==> config.mk <==
export PLATFORM = sky130hd
export DESIGN_NAME = program_loader_flat
export DESIGN_NICKNAME = d
export VERILOG_FILES = /design/src/rtl/program_loader_pkg.sv /design/src/rtl/program_loader_if.sv /design/src/rtl/program_loader_byte_packer.sv /design/src/rtl/program_loader.sv /design/src/flat_wrapper.sv
export SDC_FILE = /design/constraint.sdc
export NUM_CORES = 1
export LEC_CHECK = 0
export CAP_MARGIN = 5
export CORE_UTILIZATION = 47
export DETAILED_ROUTE_END_ITERATION = 10
export PLACE_DENSITY = 0.71
export SYNTH_ARGS = -nofsm -noshare
export SYNTH_HDL_FRONTEND = slang
export SYNTH_SLANG_ARGS = --single-unit
==> constraint.sdc <==
create_clock -name clk -period 2.55 [get_ports clk]
set_input_delay 0.51 -clock clk [delete_from_list [all_inputs] [get_ports clk]]
set_output_delay 0.51 -clock clk [all_outputs]
set_load 0.01 [all_outputs]
==> src/rtl/program_loader_pkg.sv <==
// Shared definitions for the instruction-memory program loader.
//   - state_e          : loader FSM states
//   - SYNC_BYTE        : frame start marker
//   - *_DEF            : default geometry of the mem_inst write port
//   - CPU_RST_ACTIVE   : level that holds the pipeline in reset
package program_loader_pkg;

  localparam int unsigned ADDR_W_DEF      = 10;
  localparam int unsigned DATA_W_DEF      = 32;
  localparam int unsigned ADDR_STRIDE_DEF = 4;
  localparam int unsigned MAX_WORDS_DEF   = 256;

  localparam logic [7:0] SYNC_BYTE      = 8'hA5;
  localparam logic       CPU_RST_ACTIVE = 1'b1;

  typedef enum logic [3:0] {
    ST_IDLE   = 4'd0,
    ST_SYNC   = 4'd1,
    ST_LEN_HI = 4'd2,
    ST_LEN_LO = 4'd3,
    ST_DATA   = 4'd4,
    ST_WRITE  = 4'd5,
    ST_CKSUM  = 4'd6,
    ST_DONE   = 4'd7,
    ST_ERR    = 4'd8
  } state_e;

endpackage

==> src/rtl/program_loader_if.sv <==
// Byte-stream input and mem_inst write port of the program loader.
//   in_valid/in_byte/in_ready        : host byte source handshake
//   mem_address/mem_data/mem_wren    : mem_inst write port
// slave  = loader side, master = host/memory side.
interface program_loader_if
  import program_loader_pkg::*;
#(
  parameter int unsigned ADDR_W = ADDR_W_DEF,
  parameter int unsigned DATA_W = DATA_W_DEF
);

  logic              in_valid;
  logic [7:0]        in_byte;
  logic              in_ready;
  logic [ADDR_W-1:0] mem_address;
  logic [DATA_W-1:0] mem_data;
  logic              mem_wren;

  modport master (
    output in_valid, in_byte,
    input  in_ready, mem_address, mem_data, mem_wren
  );

  modport slave (
    input  in_valid, in_byte,
    output in_ready, mem_address, mem_data, mem_wren
  );

endinterface

==> src/rtl/program_loader_byte_packer.sv <==
// Packs accepted bytes MSB-first into a 32-bit word.
//   clk_i, rst_ni : clock, async active-low reset
//   byte_i        : incoming byte
//   accept_i      : byte_i is consumed this cycle
//   clear_i       : drop any partial word (has priority over accept_i)
//   word_o        : registered assembled word
//   word_full_o   : this accept completes the 4th byte of a word
module loader_byte_packer (
  input  logic        clk_i,
  input  logic        rst_ni,
  input  logic [7:0]  byte_i,
  input  logic        accept_i,
  input  logic        clear_i,
  output logic [31:0] word_o,
  output logic        word_full_o
);

  logic [31:0] word_q, word_d;
  logic [1:0]  cnt_q, cnt_d;

  always_comb begin
    word_d = word_q;
    cnt_d  = cnt_q;
    if (clear_i) begin
      word_d = '0;
      cnt_d  = '0;
    end else if (accept_i) begin
      word_d = {word_q[23:0], byte_i};
      cnt_d  = cnt_q + 2'd1;  // wraps to 0 after the 4th byte
    end
  end

  always_ff @(posedge clk_i or negedge rst_ni) begin
    if (!rst_ni) begin
      word_q <= '0;
      cnt_q  <= '0;
    end else begin
      word_q <= word_d;
      cnt_q  <= cnt_d;
    end
  end

  assign word_o      = word_q;
  assign word_full_o = accept_i && !clear_i && (cnt_q == 2'd3);

endmodule

==> src/rtl/program_loader.sv <==
// Program loader: receives a framed byte stream (A5, LEN_HI, LEN_LO,
// 4*N payload bytes MSB-first, XOR checksum), writes each word into
// mem_inst and keeps the pipeline in reset until a frame checks out.
//   clk, rst      : clock, async active-low reset
//   start         : begin a load (honoured in IDLE/DONE/ERR)
//   bus           : byte stream in + mem_inst write port
//   cpu_rst       : active-high pipeline reset, low only in DONE
//   busy          : frame in progress
//   done / error  : outcome of the last load
//   words_written : words written in current/last load
// All outputs come from registers or from a decode of the state register.
module program_loader
  import program_loader_pkg::*;
#(
  parameter int unsigned ADDR_W      = ADDR_W_DEF,
  parameter int unsigned DATA_W      = DATA_W_DEF,
  parameter int unsigned ADDR_STRIDE = ADDR_STRIDE_DEF,
  parameter int unsigned MAX_WORDS   = MAX_WORDS_DEF
) (
  input  logic                 clk,
  input  logic                 rst,
  input  logic                 start,
  program_loader_if.slave      bus,
  output logic                 cpu_rst,
  output logic                 busy,
  output logic                 done,
  output logic                 error,
  output logic [ADDR_W-1:0]    words_written
);

  state_e            state_q, state_d;
  logic [7:0]        len_hi_q, len_hi_d;
  logic [15:0]       len_q, len_d;
  logic [ADDR_W-1:0] idx_q, idx_d;
  logic [ADDR_W-1:0] addr_q, addr_d;
  logic [7:0]        ck_q, ck_d;

  logic        xfer;
  logic        start_ok;
  logic        pk_accept;
  logic        pk_full;
  logic [31:0] pk_word;
  logic [15:0] n_rx;

  assign bus.in_ready = state_q inside {ST_SYNC, ST_LEN_HI, ST_LEN_LO, ST_DATA, ST_CKSUM};
  assign xfer         = bus.in_valid && bus.in_ready;
  assign start_ok     = start && (state_q inside {ST_IDLE, ST_DONE, ST_ERR});
  assign pk_accept    = xfer && (state_q == ST_DATA);
  assign n_rx         = {len_hi_q, bus.in_byte};

  loader_byte_packer u_packer (
    .clk_i       (clk),
    .rst_ni      (rst),
    .byte_i      (bus.in_byte),
    .accept_i    (pk_accept),
    .clear_i     (start_ok),
    .word_o      (pk_word),
    .word_full_o (pk_full)
  );

  always_comb begin
    state_d  = state_q;
    len_hi_d = len_hi_q;
    len_d    = len_q;
    idx_d    = idx_q;
    addr_d   = addr_q;
    ck_d     = ck_q;
    unique case (state_q)
      ST_IDLE, ST_DONE, ST_ERR: begin
        if (start_ok) begin
          state_d  = ST_SYNC;
          len_hi_d = '0;
          len_d    = '0;
          idx_d    = '0;
          addr_d   = '0;
          ck_d     = '0;
        end
      end
      ST_SYNC: begin
        if (xfer && (bus.in_byte == SYNC_BYTE)) state_d = ST_LEN_HI;
      end
      ST_LEN_HI: begin
        if (xfer) begin
          len_hi_d = bus.in_byte;
          state_d  = ST_LEN_LO;
        end
      end
      ST_LEN_LO: begin
        if (xfer) begin
          len_d = n_rx;
          // Oversized counts are rejected here, before any write, so the
          // address counter can never wrap.
          if (n_rx == 16'd0)                state_d = ST_CKSUM;
          else if (32'(n_rx) > MAX_WORDS)   state_d = ST_ERR;
          else                              state_d = ST_DATA;
        end
      end
      ST_DATA: begin
        if (xfer) begin
          ck_d = ck_q ^ bus.in_byte;
          if (pk_full) state_d = ST_WRITE;
        end
      end
      ST_WRITE: begin
        idx_d  = idx_q + ADDR_W'(1);
        addr_d = addr_q + ADDR_W'(ADDR_STRIDE);
        if (32'(idx_q) + 32'd1 == 32'(len_q)) state_d = ST_CKSUM;
        else                                  state_d = ST_DATA;
      end
      ST_CKSUM: begin
        if (xfer) state_d = (bus.in_byte == ck_q) ? ST_DONE : ST_ERR;
      end
      default: state_d = ST_IDLE;
    endcase
  end

  always_ff @(posedge clk or negedge rst) begin
    if (!rst) begin
      state_q  <= ST_IDLE;
      len_hi_q <= '0;
      len_q    <= '0;
      idx_q    <= '0;
      addr_q   <= '0;
      ck_q     <= '0;
    end else begin
      state_q  <= state_d;
      len_hi_q <= len_hi_d;
      len_q    <= len_d;
      idx_q    <= idx_d;
      addr_q   <= addr_d;
      ck_q     <= ck_d;
    end
  end

  // addr_q tracks idx_q*ADDR_STRIDE incrementally, so it is valid in WRITE.
  assign bus.mem_wren    = (state_q == ST_WRITE);
  assign bus.mem_address = addr_q;
  assign bus.mem_data    = DATA_W'(pk_word);

  assign cpu_rst       = (state_q == ST_DONE) ? ~CPU_RST_ACTIVE : CPU_RST_ACTIVE;
  assign busy          = state_q inside {ST_SYNC, ST_LEN_HI, ST_LEN_LO, ST_DATA, ST_WRITE, ST_CKSUM};
  assign done          = (state_q == ST_DONE);
  assign error         = (state_q == ST_ERR);
  assign words_written = idx_q;

endmodule

==> src/flat_wrapper.sv <==
// flat-port wrapper written by rule: the top's interface ports become plain ports
module program_loader_flat import program_loader_pkg::*;
#(
  parameter int unsigned ADDR_W      = ADDR_W_DEF,
  parameter int unsigned DATA_W      = DATA_W_DEF,
  parameter int unsigned ADDR_STRIDE = ADDR_STRIDE_DEF,
  parameter int unsigned MAX_WORDS   = MAX_WORDS_DEF
)
  (clk, rst, start, cpu_rst, busy, done, error, words_written, bus_in_valid, bus_in_byte, bus_in_ready, bus_mem_address, bus_mem_data, bus_mem_wren);
  program_loader_if #(.ADDR_W(ADDR_W), .DATA_W(DATA_W)) bus_i ();
  input  logic clk;
  input  logic rst;
  input  logic start;
  output logic cpu_rst;
  output logic busy;
  output logic done;
  output logic error;
  output logic [ADDR_W-1:0] words_written;
  input wire logic [$bits(bus_i.in_valid)-1:0] bus_in_valid;
  input wire logic [$bits(bus_i.in_byte)-1:0] bus_in_byte;
  output wire logic [$bits(bus_i.in_ready)-1:0] bus_in_ready;
  output wire logic [$bits(bus_i.mem_address)-1:0] bus_mem_address;
  output wire logic [$bits(bus_i.mem_data)-1:0] bus_mem_data;
  output wire logic [$bits(bus_i.mem_wren)-1:0] bus_mem_wren;
  assign bus_i.in_valid = bus_in_valid;
  assign bus_i.in_byte = bus_in_byte;
  assign bus_in_ready = bus_i.in_ready;
  assign bus_mem_address = bus_i.mem_address;
  assign bus_mem_data = bus_i.mem_data;
  assign bus_mem_wren = bus_i.mem_wren;
  program_loader #(.ADDR_W(ADDR_W), .DATA_W(DATA_W), .ADDR_STRIDE(ADDR_STRIDE), .MAX_WORDS(MAX_WORDS)) u_core (.clk(clk), .rst(rst), .start(start), .bus(bus_i), .cpu_rst(cpu_rst), .busy(busy), .done(done), .error(error), .words_written(words_written));
endmodule
After elaboration in Yosys (flattened, before gate mapping)

Cells that the tools add are included.

Register bits: 90
Output and inout bits: 58
Input port bits: 12
Logic and storage cells: 84

Add/sub/neg operators: 4
Bitwise logic cells: 1
Reductions and logical operators: 23
Mux-type cells: 28
Eq/ne operators: 19
Order comparisons: 1

Operator list:

| cell                                                | count |
|---|---|
| two-way mux 32 bit                                  | 2 |
| two-way mux 4 bit                                   | 10 |
| one-hot mux 10 bit (2 select lines)                 | 2 |
| == test 32 x 16 -> 1 bit                            | 1 |
| two-way mux 16 bit                                  | 2 |
| one-hot mux 16 bit (2 select lines)                 | 1 |
| one-hot mux 8 bit (2 select lines)                  | 2 |
| one-hot mux 4 bit (7 select lines)                  | 1 |
| two-way mux 8 bit                                   | 3 |
| == test 4 x 3 -> 1 bit, second input constant       | 4 |
| > comparator 16 x 9 -> 1 bit, second input constant | 1 |
| zero test 16 bit                                    | 1 |
| adder 10 x 1 -> 11 bit, second input constant       | 1 |
| adder 10 x 1 -> 10 bit, second input constant       | 1 |
| adder 10 x 3 -> 10 bit, second input constant       | 1 |
| two-way mux 10 bit                                  | 1 |
| != test 2 x 1 -> 1 bit, second input constant       | 5 |
| nonzero test 2 bit                                  | 5 |
| AND reduction 3 bit                                 | 3 |
| == test 4 x 2 -> 1 bit, second input constant       | 2 |
| == test 8 bit                                       | 1 |
| == test 8 bit, second input constant                | 1 |
| XOR 8 bit                                           | 1 |
| AND reduction 7 bit                                 | 1 |
| other kinds (15)                                    | 23 |

Depth between registers and ports, before layout

Gate-level depths: netlist (run 1).

Depth after elaboration: 9
Mapped depth: 10
Depth with buffers taken out: 7

Modules after synthesis

Synthesis (run 1) repeated with hierarchy kept, for this count alone.

Cells, all modules: 475
Area, all modules: 4518.1 um^2

Modules (own cells, without submodules):

| module             | seq. area each (um^2) | cells each | instances | area an instance (um^2) |
|---|---|---|---|---|
| program_loader     | 1351.3                | 362        | 1         | 3086.7 |
| loader_byte_packer | 850.8                 | 113        | 1         | 1431.4 |

Worst setup path before layout (run 1)

No wires, ideal clock.

Path kind: register to register
From: register u_core.idx_q[0] (netlist: u_core.words_written[0])
To: register u_core.state_q[1]
Stages on the path, launching flop included: 8
Period minus slack after synthesis: 2297 ps
Required time: 2456 ps
Path buffers: 0
Data arrival time: 2203 ps
Setup time: 94 ps
Slack: 253 ps
Cells stage by stage: dfrtp_1 -> ha_1 -> and3_1 -> and3_1 -> nor4_1 -> a31oi_1 -> or4b_1 -> a221oi_2

Word-level cells in the longest chain between the ends: 4

Ends and longest elaborated chain:

| what                               | RTL line              | RTL |
|---|---|---|
| start: declaration                 | program_loader.sv:34  | `logic [ADDR_W-1:0] idx_q, idx_d;` |
| start signal: assignment           | program_loader.sv:129 | `idx_q <= idx_d;` |
| adder 10 x 1 -> 11 bit             | program_loader.sv:107 | `if (32'(idx_q) + 32'd1 == 32'(len_q)) state_d = ST_CKSUM;` |
| == test 32 x 16 -> 1 bit           | program_loader.sv:107 |  |
| two-way mux 2 bit                  | program_loader.sv:107 |  |
| one-hot mux 4 bit (7 select lines) | program_loader.sv:68  | `unique case (state_q)` |
| end signal: assignment             | program_loader.sv:126 | `state_q <= state_d;` |
| end: declaration                   | program_loader.sv:31  | `state_e state_q, state_d;` |

No other way between the ends.
A chain may end at the register's enable or synchronous reset.

Worst setup path in the final report (run 1)

From: register u_core.idx_q[1] (netlist: u_core.words_written[1])
To: register u_core.state_q[1]

Same word-level chain as after synthesis.

==> run summary, run 1 <==
status: finished with violations
failing checks: design-rule violations
sequential share of the synthesized area: 0.504
fin nets: 601
CTS Sinks: 88
pre-CTS setup slack: 51.0 ps
layout cells sized above 1: 0.0847
final setup fails: 0
relative slew slack: 0.287
largest net degree at the start of global routing: 51
CTS hold repair buffers: 0
commonest non-fill, non-tap cell in the layout: nand2_1
Max VDD drop: 0.451 mV
Antenna diodes: 0
max incr delay on CP: 570 ps
Required @ worst endpoint: 2820 ps
Crit Path Category: flip-flop to flip-flop
post-synth cell types: 46
clk slew on worst S/H paths: 90 ps
Power Density: 801 mW/mm^2
Post-Syn Instances: 517
initial antenna violation count: 0
Achievable Freq: 417 MHz
DRC marker count from the first detailed-route iteration: 209
global routing usage on met3: 0.0508
Largest delay share family, worst path: simple AND/OR/NAND/NOR gates
flops & latches, synth: 88
core area: 0.00885 mm^2
Fin. Hold Viols: 0
Power Total: 4350 uW
Starting Density: 0.493
CP Data Arrival Time: 2670 ps
met1 Use GR: 0.326
design area: 0.00544 mm^2
fin util: 0.615
TritonCTS clock tree: yes
CP Launch Type: flip-flop
Root Driver: clkbuf_8
Slew Limit Fails: 0
Tmin final: 2400 ps
FFs w/ async S/R, synth: 1.00
vias per inst: 5.54
total gr overflow: 0
die area: 0.00968 mm^2
M2 GR Usage: 0.372
H-Tree Depth: 3
Worst Setup Slack, final: 150 ps
R2R setup slack: 150 ps
FP Rows: 34
Post-synth EDFFs: 0
Pleak: 0.00247 uW
GRT Util Overall: 0.233
IO Port Bufs: 67
cells along the critical path: ha_1 > and3_1 > and3_1 > nor4_1 > a31oi_1 > or4b_4 > a221oi_2
Max Cap Viol: 0
IO Pins: 70
Die Ht: 98.4 um
mapped cell area: 0.00437 mm^2
critical path peak fanout: 5
vias in the first global route: 3,675
DRT Wirelength: 10.5 mm
drt drc: 2
Die Wd: 98.4 um
P&R area growth vs syn: 24.6%
first-pass GRT wire length: 18.1 mm
unrepaired setup endpoints after global routing: no
CTS Buffer Depth: 2
RR Startpoint: u_core.words_written[1]
DRT Pass-1 Iters: 10
end of the worst register-to-register path: u_core.state_q[1]
TritonCTS Buffers: 9
Stages on worst setup path: 7
yosys warns: 0
share of the synthesized area in the top cell type: 0.504
HP Class: input pin to async pin
most frequent cell on the critical path: and3_1
Worst Tran Pin Value: 1070 ps
# resized after CTS: 1
Placed Area: 0.00524 mm^2
Vias: 3,868
Mean Syn Cell Area: 8.44 um^2
area leader, netlist: dfrtp_1
Post-CTS Setup Inserts: 0
Post-DP HPWL: 7.28 mm
post-DR wirelength/cell: 15.1 um
layer with the highest usage: met2
cells on worst reg2reg path: 7
DRT antenna net count: 0
WHS: 99.1 ps
Critical-path top delay cell: or4b_4
final worst path period share: 0.941
most frequent cells in the layout: nand2_1, dfrtp_1, o21ai_0, clkdlybuf4s50_1, nand3_1
predominant post-synthesis flop cell: dfrtp_1
Buf/Inv on CP: 0
global placement routability congestion: 0.868
Crit. End Element: flip-flop
Area contributors post-synth: dfrtp_1, nand2_1, o21ai_0
Fin Clk Skew: 8.49 ps
worst skew pair latency: 360 ps
==> registers in the layout (all words and copies together), names as in the netlist <==
signal / count
u_core.words_written: 10
u_core.len_hi_q: 8
u_core.bus.mem_address: 8
u_core.state_q: 4
u_core.ck_q: 8
u_core.u_packer.cnt_q: 2
u_core.len_q: 16
u_core.u_packer.word_o: 32
==> how the worst max path moves through the flow <==
stage	slack [ps]	to	from
final	150	u_core.state_q[1]	u_core.words_written[1]
after global placement	-10	u_core.state_q[1]	bus_in_byte[2]
after floorplan	250	u_core.state_q[1]	u_core.words_written[0]
after global routing	10	u_core.state_q[1]	u_core.words_written[1]
after detailed placement	50	u_core.len_q[8]	start
after CTS	110	u_core.state_q[1]	u_core.words_written[1]
==> stage by stage <==
stage,instances,setup TNS [ps]
floorplan,518,0
global placement,683,-27.4
detailed placement,683,0
CTS,698,0
global route,698,0
finish,698,0
==> layer usage <==
metal	routed length (um)	vias up
met5	0	-
li1	-	1902
met3	506	9
met1	5000	1860
met2	4930	97
met4	103	0
==> power breakdown <==
part / leakage [uW] / switching [uW] / internal (uW)
combinational: 0.00116 / 919 / 651
sequential: 0.00122 / 198 / 1610
clock: 0.0000932 / 517 / 454
==> kinds of logic after synthesis <==
logic type / synth area share
xor+xnor: 0.0301
compound gates: 0.140
buf+inv: 0.0367
other cells: 0.000859
mux: 0.0118
simple gates: 0.267
flops: 0.504
fa+ha+maj: 0.00860
==> Yosys cell counts, types with 2 or more instances <==
master and instances:
a211oi_1 3, a21o_1 2, a21oi_1 9, a22oi_1 2, a31oi_1 7, and2_1 2, and3_1 4, buf_1 2
buf_2 5, buf_4 2, clkbuf_1 24, dfrtp_1 88, ha_1 3, inv_1 6, mux2i_1 4, nand2_1 150
nand2b_1 7, nand3_1 34, nand4_1 8, nor2_1 25, nor3_1 3, nor3b_1 5, nor4_1 7, o211ai_1 4
o21ai_0 68, o21ai_1 3, o31ai_1 5, or2_2 2, or3_1 2, or4_1 2, xnor2_1 11, xor2_1 4
==> cell type report <==
| cell class | count | area [um^2] |
|---|---|---|
| clock buffers | 9 | 124 |
| clock inverters | 6 | 70.1 |
| fillers | 781 | 3410 |
| inverters | 6 | 22.5 |
| multi-input cells | 391 | 2020 |
| flip-flops and latches | 88 | 2200 |
| well taps | 108 | 135 |
| repair buffers | 90 | 865 |
==> worst reg2reg max path, delay by kind of cell, from the launching register on <==
kind	cells	cell delay, ps
AO/OA/AOI/OAI	2	330
adder cells (fa/ha/maj)	1	240
flip-flops	1	450
AND/OR/NAND/NOR	4	1300
(Power assumes the default switching activity.)
==> run 2: changes to the inputs <==
Settings changed: CORE_ASPECT_RATIO from default to 0.5.
==> run summary, run 2 (synthesis gave the netlist of run 1 again) <==
Antenna diodes: 0
H-Tree Depth: 3
total gr overflow: 0
TritonCTS clock tree: yes
critical path peak fanout: 4
DRT Pass-1 Iters: 10
Achievable Freq: 402 MHz
CP Data Arrival Time: 1980 ps
final worst path period share: 0.976
IO Port Bufs: 67
Vias: 3,868
GRT Util Overall: 0.236
Die Wd: 138 um
fin nets: 603
DRC marker count from the first detailed-route iteration: 272
Root Driver: clkbuf_16
global placement routability congestion: 0.853
P&R area growth vs syn: 27.5%
core area: 0.00886 mm^2
Max Cap Viol: 0
status: finished with violations
Worst Tran Pin Value: 772 ps
IO Pins: 70
FF+latch area: 0.00221 mm^2
design area: 0.00557 mm^2
drt drc: 12
Slew Limit Fails: 0
R2R setup slack: 120 ps
vias in the first global route: 3,671
final setup fails: 0
Max VDD drop: 0.380 mV
cells on worst reg2reg path: 7
initial antenna violation count: 0
worst skew pair latency: 340 ps
CTS Sinks: 88
Post-DP HPWL: 7.16 mm
CTS Buffer Depth: 2
max reg flops: 32
Pleak: 0.00251 uW
vias per inst: 5.45
first-pass GRT wire length: 18.0 mm
DRT Wirelength: 10.5 mm
die area: 0.00970 mm^2
largest net degree at the start of global routing: 39
Crit. End Element: output pin
TritonCTS Buffers: 9
Fin Clk Skew: 6.05 ps
layout cells sized above 1: 0.0961
Starting Density: 0.493
Die Ht: 70.1 um
unrepaired setup endpoints after global routing: no
clk slew on worst S/H paths: 60 ps
post-DR wirelength/cell: 14.8 um
DRT antenna net count: 0
most frequent cells in the layout: nand2_1, dfrtp_1, o21ai_0, clkdlybuf4s50_1, nand3_1
relative slew slack: 0.485
Power Density: 844 mW/mm^2
Fin. Hold Viols: 0
Crit Path Category: flip-flop to output pin
commonest non-fill, non-tap cell in the layout: nand2_1
end of the worst register-to-register path: u_core.state_q[1]
FP Rows: 24
failing checks: design-rule violations
HP Class: input pin to async pin
Required @ worst endpoint: 2040 ps
CP Launch Type: flip-flop
CTS hold repair buffers: 0
Power Total: 4700 uW
area of the multi-input gates: 0.00204 mm^2
RR Startpoint: u_core.words_written[1]
Tmin final: 2490 ps
Placed Area: 0.00523 mm^2
Fill cells: 775
Setup TNS Final: 0 ps
## run 2: area by class of cell
cell class / count / share of cell area
inverters: 6 / 0.00404
clock buffers: 12 / 0.0461
clock inverters: 4 / 0.00517
flip-flops and latches: 88 / 0.396
multi-input cells: 391 / 0.366
repair buffers: 92 / 0.156
well taps: 117 / 0.0263
## run 2: power by group
| group | leakage [uW] | switching [uW] | total, uW | internal, uW |
|---|---|---|---|---|
| clock | 0.000135 | 552 | 1270 | 714 |
| sequential | 0.00121 | 207 | 1830 | 1620 |
| combinational | 0.00117 | 918 | 1610 | 692 |
| total | 0.00251 | 1680 | 4700 | 3020 |
## run 2: repair_timing
item,in CTS,in global routing
setup endpoints to repair,2,2
gates resized for setup,7,5
pin swaps,0,1
buffers inserted,0,3
## run 2: critical path: stages, from the launching register on
cell             delay [ps]
dfrtp_2                 420
or2_4                   260
nor2_4                  130
a211oi_1                 70
or2_2                   270
clkdlybuf4s50_1         470
## run 2: worst max path at each step
stage	startpoint	end	slack [ps]	cells past startpoint
2_1_floorplan	u_core.words_written[0]	u_core.state_q[1]	250	7
3_3_place_gp	bus_in_byte[1]	u_core.state_q[2]	100	6
3_5_place_dp	bus_in_byte[3]	u_core.state_q[2]	90	6
4_1_cts	u_core.state_q[2]	busy	10	5
5_1_grt	u_core.state_q[2]	busy	7	5
6_report	u_core.state_q[2]	busy	60	5
## run 2: per-layer routing
layer	vias to the layer above	GRT usage	part of all wire
li1	1913	-	-
met1	1822	0.329	0.49
met2	118	0.370	0.44
met3	15	0.0528	0.061
met4	0	0.0749	0.013
met5	-	0	0
## run 2: stage by stage
stage               std cells  worst slack (ps)  utilization  hold slack [ps]
floorplan                 518               253            -              214
CTS                       707              10.6        0.625              108
global route              710              6.70        0.629              123
global placement          691               103        0.590              459
finish                    710              61.7        0.629             95.2
detailed placement        691              86.0        0.590              468
==> run 3: changes to the inputs <==
Settings changed: CELL_PAD_IN_SITES_DETAIL_PLACEMENT from default to 0, CELL_PAD_IN_SITES_GLOBAL_PLACEMENT from default to 1, CORE_UTILIZATION 47 to 40, PLACE_DENSITY 0.71 to default, PLACE_DENSITY_LB_ADDON from default to 0.1, SETUP_SLACK_MARGIN from default to 0.15.
==> run summary, run 3 (synthesis gave the netlist of run 1 again) <==
fin cells: 733
final worst path period share: 0.914
Post-DP HPWL: 7.50 mm
Net Sw Frac: 0.354
Fin. Hold Viols: 0
Comb pwr share: 0.340
Worst Setup Slack, final: 219 ps
Setup TNS Final: 0 ps
IO Port Bufs: 67
worst setup path end: cpu_rst
first-pass GRT wire length: 18.1 mm
CTS Buffer Depth: 2
fin util: 0.538
Post-CTS Setup Inserts: 0
DRC marker count from the first detailed-route iteration: 150
DRT antenna net count: 0
sequential share of power: 0.379
vias per inst: 5.19
Int Pwr: 3080 uW
relative slew slack: 0.277
total gr overflow: 0
end of the worst register-to-register path: u_core.state_q[1]
FF+latch area: 0.00220 mm^2
CP Data Arrival Time: 1820 ps
Pleak: 0.00255 uW
Vias: 3,806
clk slew on worst S/H paths: 60 ps
Power Density: 851 mW/mm^2
DRT Pass-1 Iters: 4
area of the multi-input gates: 0.00202 mm^2
CP startpoint: u_core.state_q[2]
Die Ht: 75.9 um
NetSw: 1690 uW
Starting Density: 0.419
core area: 0.0104 mm^2
TritonCTS clock tree: yes
R2R setup slack: 270 ps
Achievable Freq: 429 MHz
Worst Tran Pin Value: 1090 ps
most frequent cells in the layout: nand2_1, dfrtp_1, o21ai_0, clkdlybuf4s50_1, nand3_1
unrepaired setup endpoints after global routing: no
layout cells sized above 1: 0.0894
drt drc: 0
HP Class: input pin to async pin
Fill cells: 1,016
status: finished, final reports clean
Clock power frac: 0.280
die area: 0.0114 mm^2
Max Cap Viol: 0
worst skew pair latency: 340 ps
GRT Util Overall: 0.208
DRT Wirelength: 10.9 mm
initial antenna violation count: 0
CP Launch Type: flip-flop
Required @ worst endpoint: 2040 ps
critical path peak fanout: 14
design area: 0.00560 mm^2
TritonCTS Buffers: 9
Root Driver: clkbuf_16
Max VDD drop: 0.376 mV
P&R area growth vs syn: 28.3%
Inst Count DP: 717
Crit. End Element: output pin
RR Startpoint: u_core.len_q[13]
final setup fails: 0
fin nets: 603
Crit Path Category: flip-flop to output pin
CTS Sinks: 88
IO Pins: 70
largest net degree at the start of global routing: 44
vias in the first global route: 3,592
CTS hold repair buffers: 0
FP Rows: 26
Antenna diodes: 0
Die Wd: 150 um
cells on worst reg2reg path: 5
H-Tree Depth: 3
commonest non-fill, non-tap cell in the layout: nand2_1
Placed Area: 0.00530 mm^2
post-DR wirelength/cell: 14.8 um
max reg flops: 32
global placement routability congestion: 0.857
Tmin final: 2330 ps
Fin Clk Skew: 4.27 ps
Slew Limit Fails: 0
pre-CTS setup slack: 4.61 ps
run 3: cell types whose count changed in the layout (fill, tap and decap cells not counted), moves of 2 or more:
cell,previous run,this run
clkdlybuf4s50_1,66,63
dfrtp_1,85,88
buf_4,25,23
dfrtp_2,3,0
run 3: layout make-up:
| class | instances | area share |
|---|---|---|
| Sequential cell | 88 | 0.393 |
| Multi-Input combinational cell | 391 | 0.361 |
| Clock buffer | 11 | 0.0433 |
| Tap cell | 140 | 0.0313 |
| Timing Repair Buffer | 92 | 0.157 |
| Clock inverter | 5 | 0.0101 |
| Inverter | 6 | 0.00402 |
run 3: how the worst min path moves through the flow:
stage                      from                   endpoint  depth (start not counted)
6_report                    rst    u_core.words_written[7]                          1
5_1_grt                     rst    u_core.words_written[7]                          1
4_1_cts                     rst    u_core.words_written[7]                          1
3_5_place_dp   u_core.len_q[13]           u_core.len_q[13]                          2
3_3_place_gp   u_core.len_q[13]           u_core.len_q[13]                          2
2_1_floorplan               rst  u_core.bus.mem_address[2]                          0
run 3: power groups by stage:
stage	Clock [uW]	Combinational, uW	Sequential [uW]
global route	1440	1800	1850
CTS	1370	1650	1810
detailed placement	0	1640	1830
finish	1340	1620	1810
global placement	0	1640	1830
floorplan	0	943	1830
run 3: per-stage QoR:
stage | hold slack, ps | total power [uW]
3_3_place_gp | 455 | 3460
3_5_place_dp | 463 | 3460
2_1_floorplan | 214 | 2770
4_1_cts | 171 | 4830
5_1_grt | 186 | 5090
6_report | 146 | 4770
run 3: routing by layer:
| metal | vias up | routed length (um) | global-route usage |
|---|---|---|---|
| li1 | 1909 | - | - |
| met1 | 1791 | 5570 | 0.291 |
| met2 | 95 | 4520 | 0.316 |
| met3 | 11 | 692 | 0.0659 |
| met4 | 0 | 83 | 0.0516 |
| met5 | - | 0 | 0 |
run 3: worst max-delay path: stages (launching register included):
cell	delay (ps)
dfrtp_1	390
buf_6	150
nor2b_2	160
buf_4	150
nand3_1	100
clkdlybuf4s50_1	540
run 3: timing repair:
action,4_1_cts,5_1_grt
pin swaps,0,1
gates cloned,0,0
setup endpoints to repair,4,11
gates resized for setup,7,4
